==> src/rtl/alu_arbiter.sv <==
// Two-requester front end for a registered-output ALU: IDLE -> ISSUE -> RESULT, one op per 3 cycles.
// Define ALU_ARB_RR_EN for round-robin contention; otherwise requester 1 always wins contention.
module alu_arbiter #(
  parameter int WIDTH = 32,
  parameter int CNT_W = 16
) (
  input  logic             clk,
  input  logic             reset,
  input  logic             req0_valid,
  output logic             req0_ready,
  input  logic [3:0]       req0_ctrl,
  input  logic [WIDTH-1:0] req0_a,
  input  logic [WIDTH-1:0] req0_b,
  input  logic             req1_valid,
  output logic             req1_ready,
  input  logic [3:0]       req1_ctrl,
  input  logic [WIDTH-1:0] req1_a,
  input  logic [WIDTH-1:0] req1_b,
  output logic             rsp0_valid,
  output logic             rsp1_valid,
  output logic [WIDTH-1:0] rsp_data,
  output logic [3:0]       alu_ctrl,
  output logic [WIDTH-1:0] alu_a,
  output logic [WIDTH-1:0] alu_b,
  input  logic [WIDTH-1:0] alu_c,
  output logic             busy,
  output logic [CNT_W-1:0] op_count
);

  // Handshake: a request transfers on a rising edge where reqX_valid && reqX_ready.
  // Requesters hold ctrl/a/b stable while valid is high and not yet accepted.
  typedef enum logic [1:0] {IDLE, ISSUE, RESULT} state_t;

  state_t           state, state_next;
  logic             owner;
  logic [3:0]       ctrl_q;
  logic [WIDTH-1:0] a_q, b_q;
  logic             grant0, grant1;
  logic             accept;

`ifdef ALU_ARB_RR_EN
  logic last_served;

  always_comb begin
    grant0 = req0_valid;
    grant1 = req1_valid;
    if (req0_valid && req1_valid) begin
      grant0 = last_served;
      grant1 = !last_served;
    end
  end

  // Starts at 1 so the first contention after reset goes to requester 0.
  always_ff @(posedge clk) begin
    if (reset) begin
      last_served <= 1'b1;
    end else if (accept) begin
      last_served <= req1_ready;
    end
  end
`else
  always_comb begin
    grant1 = req1_valid;
    grant0 = req0_valid && !req1_valid;
  end
`endif

  assign req0_ready = (state == IDLE) && !reset && grant0;
  assign req1_ready = (state == IDLE) && !reset && grant1;
  assign accept     = req0_ready || req1_ready;
  assign busy       = (state != IDLE);

  always_comb begin
    state_next = state;
    alu_ctrl   = 4'b0000;
    alu_a      = '0;
    alu_b      = '0;
    case (state)
      IDLE:    if (accept) state_next = ISSUE;
      ISSUE: begin
        alu_ctrl   = ctrl_q;
        alu_a      = a_q;
        alu_b      = b_q;
        state_next = RESULT;
      end
      RESULT:  state_next = IDLE;
      default: state_next = IDLE;
    endcase
  end

  always_ff @(posedge clk) begin
    if (reset) begin
      state <= IDLE;
    end else begin
      state <= state_next;
    end
  end

  always_ff @(posedge clk) begin
    if (reset) begin
      owner  <= 1'b0;
      ctrl_q <= 4'b0000;
      a_q    <= '0;
      b_q    <= '0;
    end else if (accept) begin
      owner  <= req1_ready;
      ctrl_q <= req1_ready ? req1_ctrl : req0_ctrl;
      a_q    <= req1_ready ? req1_a : req0_a;
      b_q    <= req1_ready ? req1_b : req0_b;
    end
  end

  // Result is captured from the ALU during RESULT and presented the following cycle.
  always_ff @(posedge clk) begin
    if (reset) begin
      rsp0_valid <= 1'b0;
      rsp1_valid <= 1'b0;
      rsp_data   <= '0;
      op_count   <= '0;
    end else begin
      rsp0_valid <= (state == RESULT) && !owner;
      rsp1_valid <= (state == RESULT) && owner;
      rsp_data   <= (state == RESULT) ? alu_c : '0;
      if (state == RESULT) op_count <= op_count + CNT_W'(1);
    end
  end

endmodule

==> config.mk <==
export PLATFORM = sky130hd
export DESIGN_NAME = alu_arbiter
export DESIGN_NICKNAME = d
export VERILOG_FILES = /design/src/rtl/alu_arbiter.sv
export SDC_FILE = /design/constraint.sdc
export NUM_CORES = 1
export LEC_CHECK = 0
export BUFFER_PORTS_ARGS = -buffer_cell sky130_fd_sc_hd__buf_2
export CORE_MARGIN = 2
export CORE_UTILIZATION = 37
export DETAILED_ROUTE_END_ITERATION = 10
export PLACE_DENSITY = 0.8
export SLEW_MARGIN = 20
export SYNTH_ARGS = -nofsm -noshare
export SYNTH_HDL_FRONTEND = slang
export SYNTH_SLANG_ARGS = --single-unit
==> constraint.sdc <==
create_clock -name clk -period 1.98 [get_ports clk]
set_input_delay 0.198 -clock clk [delete_from_list [all_inputs] [get_ports clk]]
set_output_delay 0.198 -clock clk [all_outputs]
set_load 0.01 [all_outputs]
[Word-level counts from Yosys, hierarchy flattened]
Index checks and enable logic that the tools add are counted.
Storage, ports and cells
  word-level logic and storage cells: 35
  register bits after elaboration: 121
  output and inout port bits: 121
Operators by class
  bitwise operators: 1
  mux-type cells: 8
  equality and inequality tests: 3
  $add $sub $neg: 1
  reduce and logical (&&, ||, !) cells: 13
Operator list (count)
  two-way mux 32 bit: 4
  adder 16 x 1 -> 16 bit, second input constant: 1
  two-way mux 4 bit: 2
  logical AND 1 bit: 6
  one-hot mux 2 bit (2 select lines): 1
  zero test 1 bit: 3
  == test 2 x 1 -> 1 bit, second input constant: 1
  == test 2 bit, second input constant: 1
  zero test 2 bit: 1
  two-way mux 2 bit: 1
  inequality test 2 bit, second input constant: 1
  nonzero test 2 bit: 1
  OR reduction 2 bit: 1
  logical OR 1 bit: 1
  inverter 1 bit: 1

[Depth between registers and ports, before layout]
  depth after elaboration: 6
  gate-level depth with buffers: 8
  mapped depth without buffers: 5

[Least setup slack after synthesis]
Ideal clock, no wire load.
  path type: flip-flop to flip-flop
  start point: reg op_count[3]
  end point: reg op_count[15]
  period minus slack after synthesis: 1.574 ns
  arrival: 1.504 ns
  setup time: 0.070 ns
  required time: 1.910 ns
  stages on the path, launching flop included: 6
  slack: 0.406 ns
  cells stage by stage: dfxtp_1 -> and4_1 -> buf_4 -> nand4_4 -> or4_1 -> a21oi_1
Between the ends
  longest elaborated chain between the ends: 1
Ends and longest elaborated chain
  from (decl): RTL line 27  | output logic [CNT_W-1:0] op_count
  from (signal assigned): RTL line 124  | if (state == RESULT) op_count <= op_count + CNT_W'(1);
  adder 16 x 1 -> 16 bit: RTL line 124
Every way passes these cells.
A chain may end at the register's enable or synchronous reset.

[Worst setup path after layout]
  start point: reg state[0]
  end point: out alu_a[4]
Between the ends
  longest elaborated chain between the ends: 2
Ends and longest elaborated chain
  from (decl): RTL line 34  | state_t state, state_next;
  from (signal assigned): RTL line 95  | state <= state_next;
  == test 2 x 1 -> 1 bit: RTL line 78  | case (state)
  two-way mux 32 bit: RTL line 78
  to (decl): RTL line 23  | output logic [WIDTH-1:0] alu_a,
Every way passes these cells.

==> run_results.csv <==
group,metric,value,unit
placement,gp_congestion,0.8016,
critical_path,endpoint_kind,"output pin",
critical_path,r2r_setup_slack,280,ps
routing,avgViaCountPerCell,4.824,
yosys,synthesis.area,5112,um2
clock_network,clock-sinks,121,
die,die_y,121.5,um
yosys,syn_nets,795,
run,max-cap-violations,0,
routing,dr.pass1.iters,4,
finish,num-nets-final,1093,
worst_hold_path,hold_path_depth,2,
routing,final_antenna_net_count,0,
yosys,syn_inst,622,
worst_hold_path,hold_end,"rsp_data[10]",
critical_path,crit_fanout,35,
routing,vias,5340,
placement,dp_cells,1047,
yosys,synth.distinct_cells,35,
sta,finalHoldViolations,0,
finish,post-route-util,56.83,%
yosys,ys_seq_area_share,47.38,%
sta,clock.fmax,528.5,MHz
sta,rsz0062_at_grt,"yes",
routing,wl,15820,um
power,powerDensity,854.7,nW/um2
critical_path,setup.worst_path.start_class,"flip-flop",
sta,finalSetupViolCount,0,
power,finalPower,6.484,mW
clock_network,cts_buffers,17,
clock_network,htreeDepth,4,
critical_path,reg2regPathDepth,4,
sta,slew_headroom,63.94,%
yosys,ys_seq_elements,121,
global_routing,grt_pass1_vias,5127,
sta,skew,4.496,ps
sta,whs,25.12,ps
sta,max_slew.worst_pin.slew,540.8,ps
global_routing,grt.overflow.total,0,
clock_network,clock_path_buffers,2,
global_routing,grt_max_degree,79,
yosys,yosys_warnings,0,
critical_path,timing.rr.end,"op_count[15]",
die,die_area,14770,um2
yosys,yosys.area.top_type,"dfxtp_1",
finish,antenna_cells,0,
sta,setup_tns,0,ps
die,core,13350,um2
sta,min_period,1892,ps
finish,syn_to_final_growth,48.38,%
routing,avgRoutedWirePerCell,14.29,um
critical_path,r2r_start,"op_count[3]",
finish,stdcell_count,1107,
yosys,synth_area_leaders,"dfxtp_1 47%, and2_1 12%, a311oi_1 12%, nand2_1 11%, nor2_1 5.9%",
power,power_leakage,3.626,nW
placement,portBuffers,292,
worst_hold_path,min_path_type,"in2reg",
sta,slew_viol_final,0,
power,max-vdd-ir-drop,0.0007517,V
critical_path,worst_ep_arrival_time,1690,ps
clock_network,tritoncts,"done",
finish,final_cell_mix,"292 x buf_2, 145 x nand2_1, 120 x dfxtp_1",
sta,period_share,95.56,%
global_routing,grt_pass1_wl,24480,um
worst_hold_path,min-delay-start,"alu_c[10]",
clock_network,clock-root-buffer,"clkbuf_16",
critical_path,path_class,"reg2out",
yosys,yosys.area.top_type_share,47.38,%
finish,final_common_cell,"buf_2",
die,fp.dieW,121.5,um
placement,dpl.hpwl,10590,um
yosys,syn_area_per_cell,8.219,um2
finish,drive_gt1_share,36.63,%
clock_network,insertion_delay,410,ps
die,row_count,42,
clock_network,clkTransAtPathRegs,50,ps
critical_path,required,1780,ps
run_status,outcome,"completed",
routing,initialDrtViolationCount,367,
global_routing,grt_use_total,21.21,%
global_routing,antenna_found_initial,0,
routing,route.detailed.drc,0,
die,io_pins,293,
die,initial_core_util,38.30,%
sequential cells by signal (all words and copies together) (netlist names):
register and count:
a_q 32, b_q 32, ctrl_q 4, op_count 16, owner 1, rsp0_valid 1, rsp1_valid 1, rsp_data 32
state 2
power by group:
part	internal [mW]	total, mW	leakage (nW)	switching, mW
sequential	2.60	2.67	0.989	0.0737
combinational	0.413	0.872	2.37	0.459
clock	1.87	2.94	0.263	1.07
total	4.88	6.48	3.63	1.60
critical path: stages (launching register included):
cell and delay [ps]:
dfxtp_1 430, and2b_2 190, buf_4 300, and2_1 220, buf_2 150
synth_stat cells:
cell	instances
nand2_1	147
dfxtp_1	121
and2_1	102
nor2_1	80
a311oi_1	68
clkbuf_1	33
buf_2	12
xor2_1	7
a21oi_1	5
o21ai_0	5
buf_1	4
or3_1	4
buf_4	3
nand3_1	3
nor2b_1	3
xnor2_1	3
and2b_2	2
and4_1	2
nand4_1	2
and3_1	1
and4b_2	1
buf_6	1
ha_1	1
inv_1	1
mux2i_1	1
nand2b_1	1
nand3b_1	1
nand4_4	1
nor3_1	1
nor3_2	1
nor4_1	1
o31ai_1	1
or2_1	1
or2_2	1
or4_1	1
worst max path at each step:
stage | slack [ps] | start | to
after CTS | 30 | state[1] | req0_ready
after detailed placement | 310 | state[1] | a_q[18]
after global routing | -5 | state[0] | alu_b[3]
after floorplan | 410 | op_count[3] | op_count[15]
final | 90 | state[0] | alu_a[4]
after global placement | 360 | op_count[3] | op_count[15]
layer usage:
metal | track usage [%] | vias up | routed length, um
met4 | 6.681 | 0 | 215
met2 | 37.92 | 241 | 7716
met1 | 23.47 | 2409 | 6404
met5 | 0 | - | 0
met3 | 7.631 | 17 | 1484
li1 | - | 2673 | -
through the flow:
stage	worst slack, ps	area [um2]
floorplan	405.8	5112
global placement	364.5	6710
detailed placement	311.7	6710
CTS	26.15	7579
global route	-5.238	7586
finish	87.87	7586
cells by family (layout without fill, tap and decap cells):
| group | after synthesis | in the layout | synth area share, % |
|---|---|---|---|
| xor+xnor | 10 | 10 | 1.713 |
| buf+inv | 54 | 363 | 4.625 |
| mux | 1 | 1 | 0.1958 |
| flops | 121 | 121 | 47.38 |
| fa+ha+maj | 1 | 1 | 0.2447 |
| simple gates | 356 | 356 | 33.06 |
| compound gates | 79 | 79 | 12.78 |
area by class of cell:
class	instances	area, um2
Fill cell	1207	5762
Tap cell	176	220.2
Multi-Input combinational cell	447	2471
Clock inverter	11	125.1
Clock buffer	19	442.9
Inverter	1	3.754
Sequential cell	121	2424
Timing Repair Buffer	332	1899
what timing repair did:
item                                    CTS  global route
setup buffers                             0             0
resized for setup                         0             2
endpoints found under the hold margin    30             0
endpoints found under the setup margin    0             2
hold buffers                             30             0
(Power assumes the default switching activity.)
